**src/rtl/pipeline_hazard_ctrl.sv**
```systemverilog
// pipeline_hazard_ctrl
// Hazard and sequencing controller for the 5-stage RV32I pipeline.
// Produces E-stage operand forwarding selects, stall/flush enables for the
// pipeline registers, a data-memory wait FSM with timeout trap, and a
// saturating count of cycles in which the PC was held.
module pipeline_hazard_ctrl #(
  parameter int ADDRESS_WIDTH = 5,
  parameter int MAX_WAIT      = 16,
  parameter int CNT_WIDTH     = 16
) (
  input  logic                     CLK,
  input  logic                     CLR,
  input  logic [ADDRESS_WIDTH-1:0] Rs1D,
  input  logic [ADDRESS_WIDTH-1:0] Rs2D,
  input  logic [ADDRESS_WIDTH-1:0] Rs1E,
  input  logic [ADDRESS_WIDTH-1:0] Rs2E,
  input  logic [ADDRESS_WIDTH-1:0] RdE,
  input  logic [ADDRESS_WIDTH-1:0] RdM,
  input  logic [ADDRESS_WIDTH-1:0] RdW,
  input  logic [1:0]               ResultSrcE,
  input  logic                     RegWriteM,
  input  logic                     RegWriteW,
  input  logic                     PCSrcE,
  input  logic                     MemAccessM,
  input  logic                     MemReadyM,
  output logic [1:0]               ForwardAE,
  output logic [1:0]               ForwardBE,
  output logic                     StallF,
  output logic                     StallD,
  output logic                     StallE,
  output logic                     StallM,
  output logic                     FlushD,
  output logic                     FlushE,
  output logic                     FlushW,
  output logic                     MemErr,
  output logic [CNT_WIDTH-1:0]     StallCount
);

  localparam int WCNT_W = $clog2(MAX_WAIT + 1);

  typedef enum logic [1:0] {
    ST_RUN  = 2'b00,
    ST_WAIT = 2'b01,
    ST_ERR  = 2'b10
  } state_t;

  state_t                 state_q,     state_d;
  logic [WCNT_W-1:0]      wait_cnt_q,  wait_cnt_d;
  logic                   mem_err_q,   mem_err_d;
  logic [CNT_WIDTH-1:0]   stall_cnt_q, stall_cnt_d;

  logic                   lw_stall_s;
  logic                   mem_stall_s;
  logic                   stall_f_s;

  // Select the freshest in-flight producer for one E-stage source; M beats W, x0 never forwards.
  function automatic logic [1:0] fwd_sel(
    input logic [ADDRESS_WIDTH-1:0] rs,
    input logic [ADDRESS_WIDTH-1:0] rd_m,
    input logic                     we_m,
    input logic [ADDRESS_WIDTH-1:0] rd_w,
    input logic                     we_w
  );
    logic [1:0] sel;
    if (we_m && (rd_m != {ADDRESS_WIDTH{1'b0}}) && (rd_m == rs)) begin
      sel = 2'b10;
    end else if (we_w && (rd_w != {ADDRESS_WIDTH{1'b0}}) && (rd_w == rs)) begin
      sel = 2'b01;
    end else begin
      sel = 2'b00;
    end
    return sel;
  endfunction

  // Forwarding selects; held at RD1E/RD2E while the controller is in reset.
  always_comb begin
    ForwardAE = 2'b00;
    ForwardBE = 2'b00;
    if (CLR) begin
      ForwardAE = 2'b00;
      ForwardBE = 2'b00;
    end else begin
      ForwardAE = fwd_sel(Rs1E, RdM, RegWriteM, RdW, RegWriteW);
      ForwardBE = fwd_sel(Rs2E, RdM, RegWriteM, RdW, RegWriteW);
    end
  end

  // Hazard terms: a load in E feeding D, and a data-memory access that has not completed.
  always_comb begin
    lw_stall_s  = 1'b0;
    mem_stall_s = 1'b0;
    if ((ResultSrcE == 2'b01) && (RdE != {ADDRESS_WIDTH{1'b0}}) &&
        ((RdE == Rs1D) || (RdE == Rs2D))) begin
      lw_stall_s = 1'b1;
    end else begin
      lw_stall_s = 1'b0;
    end
    case (state_q)
      ST_RUN:  mem_stall_s = MemAccessM && !MemReadyM;
      ST_WAIT: mem_stall_s = !MemReadyM;
      ST_ERR:  mem_stall_s = 1'b1;
      default: mem_stall_s = 1'b1;
    endcase
  end

  // Stall/flush enables; a memory wait freezes everything and defers any redirect.
  always_comb begin
    stall_f_s = 1'b0;
    StallD    = 1'b0;
    StallE    = 1'b0;
    StallM    = 1'b0;
    FlushD    = 1'b0;
    FlushE    = 1'b0;
    FlushW    = 1'b0;
    if (CLR) begin
      stall_f_s = 1'b0;
    end else if (mem_stall_s) begin
      stall_f_s = 1'b1;
      StallD    = 1'b1;
      StallE    = 1'b1;
      StallM    = 1'b1;
      FlushW    = 1'b1;
    end else begin
      stall_f_s = lw_stall_s;
      StallD    = lw_stall_s;
      FlushD    = PCSrcE;
      FlushE    = lw_stall_s || PCSrcE;
    end
  end

  assign StallF     = stall_f_s;
  assign MemErr     = mem_err_q;
  assign StallCount = stall_cnt_q;

  // Memory-wait sequencing: count wait cycles and trap into the terminal error state on timeout.
  always_comb begin
    state_d    = state_q;
    wait_cnt_d = wait_cnt_q;
    mem_err_d  = mem_err_q;
    case (state_q)
      ST_RUN: begin
        if (MemAccessM && !MemReadyM) begin
          state_d    = ST_WAIT;
          wait_cnt_d = WCNT_W'(1);
        end else begin
          state_d    = ST_RUN;
        end
      end
      ST_WAIT: begin
        if (MemReadyM) begin
          state_d    = ST_RUN;
          wait_cnt_d = {WCNT_W{1'b0}};
        end else if (wait_cnt_q == WCNT_W'(MAX_WAIT)) begin
          state_d    = ST_ERR;
          mem_err_d  = 1'b1;
        end else begin
          wait_cnt_d = wait_cnt_q + WCNT_W'(1);
        end
      end
      ST_ERR: begin
        state_d   = ST_ERR;
        mem_err_d = 1'b1;
      end
      default: begin
        state_d   = ST_ERR;
        mem_err_d = 1'b1;
      end
    endcase
  end

  // Stall performance counter: one more at every PC-hold cycle, pinned at all-ones.
  always_comb begin
    stall_cnt_d = stall_cnt_q;
    if (stall_f_s && (stall_cnt_q != {CNT_WIDTH{1'b1}})) begin
      stall_cnt_d = stall_cnt_q + CNT_WIDTH'(1);
    end else begin
      stall_cnt_d = stall_cnt_q;
    end
  end

  // State registers; CLR abandons any wait without raising the error.
  always_ff @(posedge CLK or posedge CLR) begin
    if (CLR) begin
      state_q     <= ST_RUN;
      wait_cnt_q  <= {WCNT_W{1'b0}};
      mem_err_q   <= 1'b0;
      stall_cnt_q <= {CNT_WIDTH{1'b0}};
    end else begin
      state_q     <= state_d;
      wait_cnt_q  <= wait_cnt_d;
      mem_err_q   <= mem_err_d;
      stall_cnt_q <= stall_cnt_d;
    end
  end

endmodule

```
**config.mk**
```make
export PLATFORM = sky130hd
export DESIGN_NAME = pipeline_hazard_ctrl
export DESIGN_NICKNAME = d
export VERILOG_FILES = /design/src/rtl/pipeline_hazard_ctrl.sv
export SDC_FILE = /design/constraint.sdc
export NUM_CORES = 1
export LEC_CHECK = 0
export CAP_MARGIN = 20
export CORE_ASPECT_RATIO = 0.8
export CORE_MARGIN = 1
export CORE_UTILIZATION = 28
export CTS_CLUSTER_SIZE = 24
export DETAILED_ROUTE_END_ITERATION = 6
export GPL_ROUTABILITY_DRIVEN = 0
export PLACE_DENSITY = 0.54
export SLEW_MARGIN = 20
export SYNTH_ARGS = -nofsm -noshare
export SYNTH_HDL_FRONTEND = slang
export SYNTH_SLANG_ARGS = --single-unit
```
**constraint.sdc**
```tcl
create_clock -name CLK -period 2.83 [get_ports CLK]
set_input_delay 0.283 -clock CLK [delete_from_list [all_inputs] [get_ports CLK]]
set_output_delay 0.283 -clock CLK [all_outputs]
set_load 0.02 [all_outputs]
```
==> results.md <==
- Status: complete, no violations
- First-pass DRT Iterations: 4
- TritonCTS clock tree: done
- Setup CP Type: in -> out
- Row Count: 25
- Area Overhead vs Synth: 49.6%
- Fin. Hold Viols: 0
- Reg clk slew, reported paths: about 80 ps
- Fin nets: 310
- Max-slew violations: 0
- # setup viols final: 0
- Number of fill cells: about 590
- Crit. End Element: output pin
- Reg2reg start: StallCount[0]
- Layer with the highest usage: met2
- Top cell type's share of synthesized area: 0.336
- Clock buffer depth: 2
- DIE WIDTH: between 90 and 100 um
- Commonest non-fill, non-tap cell in the layout: clkdlybuf4s50_1
- Yosys top cell by area: dfrtp_1
- CTS root buf: clkbuf_8
- Fmax achieved: 388 MHz
- Overflow after GRT: 0
- Crit-path max cell delay: between 600 and 700 ps
- Clk_lat worst skew: between 200 and 300 ps
- Sequential cell area: ~600 um2
- Die area: between 6000 and 7000 um2
- Via-to-Cell Ratio: between 4 and 5
- Peak VDD IR: approximately 0.32 mV
- Post-route ant nets: 0
- Yosys cell types: 44
- H-tree level count: 1
- Cell repeated most along the worst path: clkdlybuf4s50_1
- Port Buffers: between 70 and 80
- Clk sinks: 24
- Slew @ Worst Pin: 684 ps
- Met2 Track Usage GR: 0.209
- Total power: 0.00135 W
- Hold crit path type: in -> async
- Worst EP arrival: about 2300 ps
- Vias: ~1.6k
- Cts bufs inserted: 3
- Leak pwr: between 1 and 1.5 nW
- Sequential share of the synthesized area: 0.336
- Worst-path cell chain: clkdlybuf4s50_1 -> xnor2_1 -> nand3_1 -> o22ai_2 -> a21oi_4 -> nor2_1 -> clkdlybuf4s50_1
- YS warnings: 0
- Vias in the first global route: between 1.5k and 2k
- Initial Utilization: 0.296
- Slew HR: 0.543
- Final Skew: about 0.86 ps
- Worst EP required: between 2000 and 3000 ps
- Post-synth EDFFs: 0
- Synth async-reset ratio: 1.00
- Routing usage on met1: 0.191
- MaxCap Viol Count: 0
- Final min period: 2580 ps
- Pwr per Cell Area: 505 nW/um2
- Die Ht: between 70 and 80 um
- Area of the multi-input gates: 1110 um2
- Iter 0 DRT Violations: 70
- Post-DP HPWL: 3560 um
- CP Max Fanout: 6
- Mapped Nets: 230
- First-pass GRT wire length: between 7000 and 8000 um
- Ant. Diodes: 0
- Initial antenna violation count: 0
- DR DRC count: 0
- Wire per inst: 12.6 um
- Final WS setup: roughly 250 ps
- R2r endpoint: StallCount[1]
- Layout cells sized above 1: 0.138
- Synth Register Bits: 24
- Total Routing Usage GR: 0.137
- Pin count of the biggest net entering global routing: 26
- CORE AREA: ~6000 um2
- Slowest stage cell on the critical path: clkdlybuf4s50_1
- CP startpoint kind: primary input
- RSZ-0062 raised after global routing: false
- Mapped Avg Cell Area: approximately 9.8 um2
- I/O pins: between 70 and 80
- Setup TNS Final: 0 ps
- WL final: 4300 um
- Post-synth top flop: dfrtp_1
- Dominant cells by area after synthesis: dfrtp_1 34%, xor2_1 12%, xnor2_1 11%
- Cells after Synth: around 180
- Reg2Reg Depth: 6
- Cell Area, Synth: ~1800 um2
- Flop-to-flop setup slack: 760 ps
- Grt met3 use: 0.0466
- Pre-CTS setup slack: approximately 47 ps
- Commonest cells after routing, fill and taps aside: 69 x clkdlybuf4s50_1, 25 x xor2_1, 24 x dfrtp_1, 22 x xnor2_1, 13 x nor2_1
- Period utilization: 0.910
-- cell type report --
cell class | instances | area share
Tap cell | 81 | 0.0379
Sequential cell | 24 | 0.225
Multi-Input combinational cell | 145 | 0.415
Inverter | 8 | 0.0112
Clock buffer | 3 | 0.0154
Timing Repair Buffer | 81 | 0.296
-- how the worst max path moves through the flow --
| stage | start | to | cells after the start |
|---|---|---|---|
| 2_1_floorplan | CLR | ForwardAE[0] | 4 |
| 3_3_place_gp | RdM[1] | ForwardBE[0] | 6 |
| 6_report | RdE[4] | StallD | 7 |
| 4_1_cts | RdM[2] | ForwardAE[0] | 6 |
| 5_1_grt | RdE[4] | StallD | 7 |
| 3_5_place_dp | RdM[2] | ForwardAE[0] | 6 |
-- state kept, by name, summed over array words and instances (netlist names) --
register	cells
state_q	2
StallCount	16
MemErr	1
wait_cnt_q	5
-- kinds of logic (layout without fill, tap and decap cells) --
group | after synthesis | in the layout | synth area share
xor gates and xnor gates | 47 | 47 | 0.230
AOI/OAI and AO/OA | 17 | 17 | 0.0819
and+or+nand+nor | 76 | 76 | 0.275
adders and majority gates | 3 | 3 | 0.0210
DFF | 24 | 24 | 0.336
buffers and inverters | 14 | 92 | 0.0427
muxes | 2 | 2 | 0.0126
-- critical path, delay by kind of cell --
family,cells,cell delay (ps)
compound gates,2,430
xor+xnor,1,140
simple gates,2,270
buf+inv,2,1170
-- routing by layer --
metal | up-vias | wire (um)
met3 | 4 | 386
li1 | 791 | -
met5 | - | 0
met1 | 715 | 2180
met2 | 65 | 1710
met4 | 0 | 22
-- report_power, final --
group / internal [W] / switching [W]
Sequential: 0.000424 / 0.000115
Clock: 0.0000951 / 0.000103
Combinational: 0.000313 / 0.000300
-- what timing repair did --
item                                   in CTS  in global routing
resized for setup                           0                  2
endpoints found under the hold margin       0                  0
hold buffers                                0                  0
setup endpoints to repair                   0                  2
setup buffers                               0                  0
-- synth_stat cells, types with 2 or more instances --
library cell	instances
nand2_1	12
xnor2_1	22
inv_1	8
xor2_1	25
nand3_1	9
nor4_2	5
buf_4	4
nand4_1	4
a21oi_1	4
ha_1	3
nor4_1	4
o21ai_0	2
nor3_2	4
or4_1	4
nand2b_1	2
nor3_1	6
o211ai_1	2
nor3b_1	2
nor2_1	13
dfrtp_1	24
-- metrics by stage --
step	hold slack, ps	std cells	instance area [um2]	utilization
after floorplan	311	183	1790	-
after global placement	453	339	2630	0.435
after detailed placement	461	339	2630	0.435
after CTS	481	342	2670	0.442
after global routing	499	342	2670	0.443
final	468	342	2670	0.443
(Power assumes the default switching activity.)
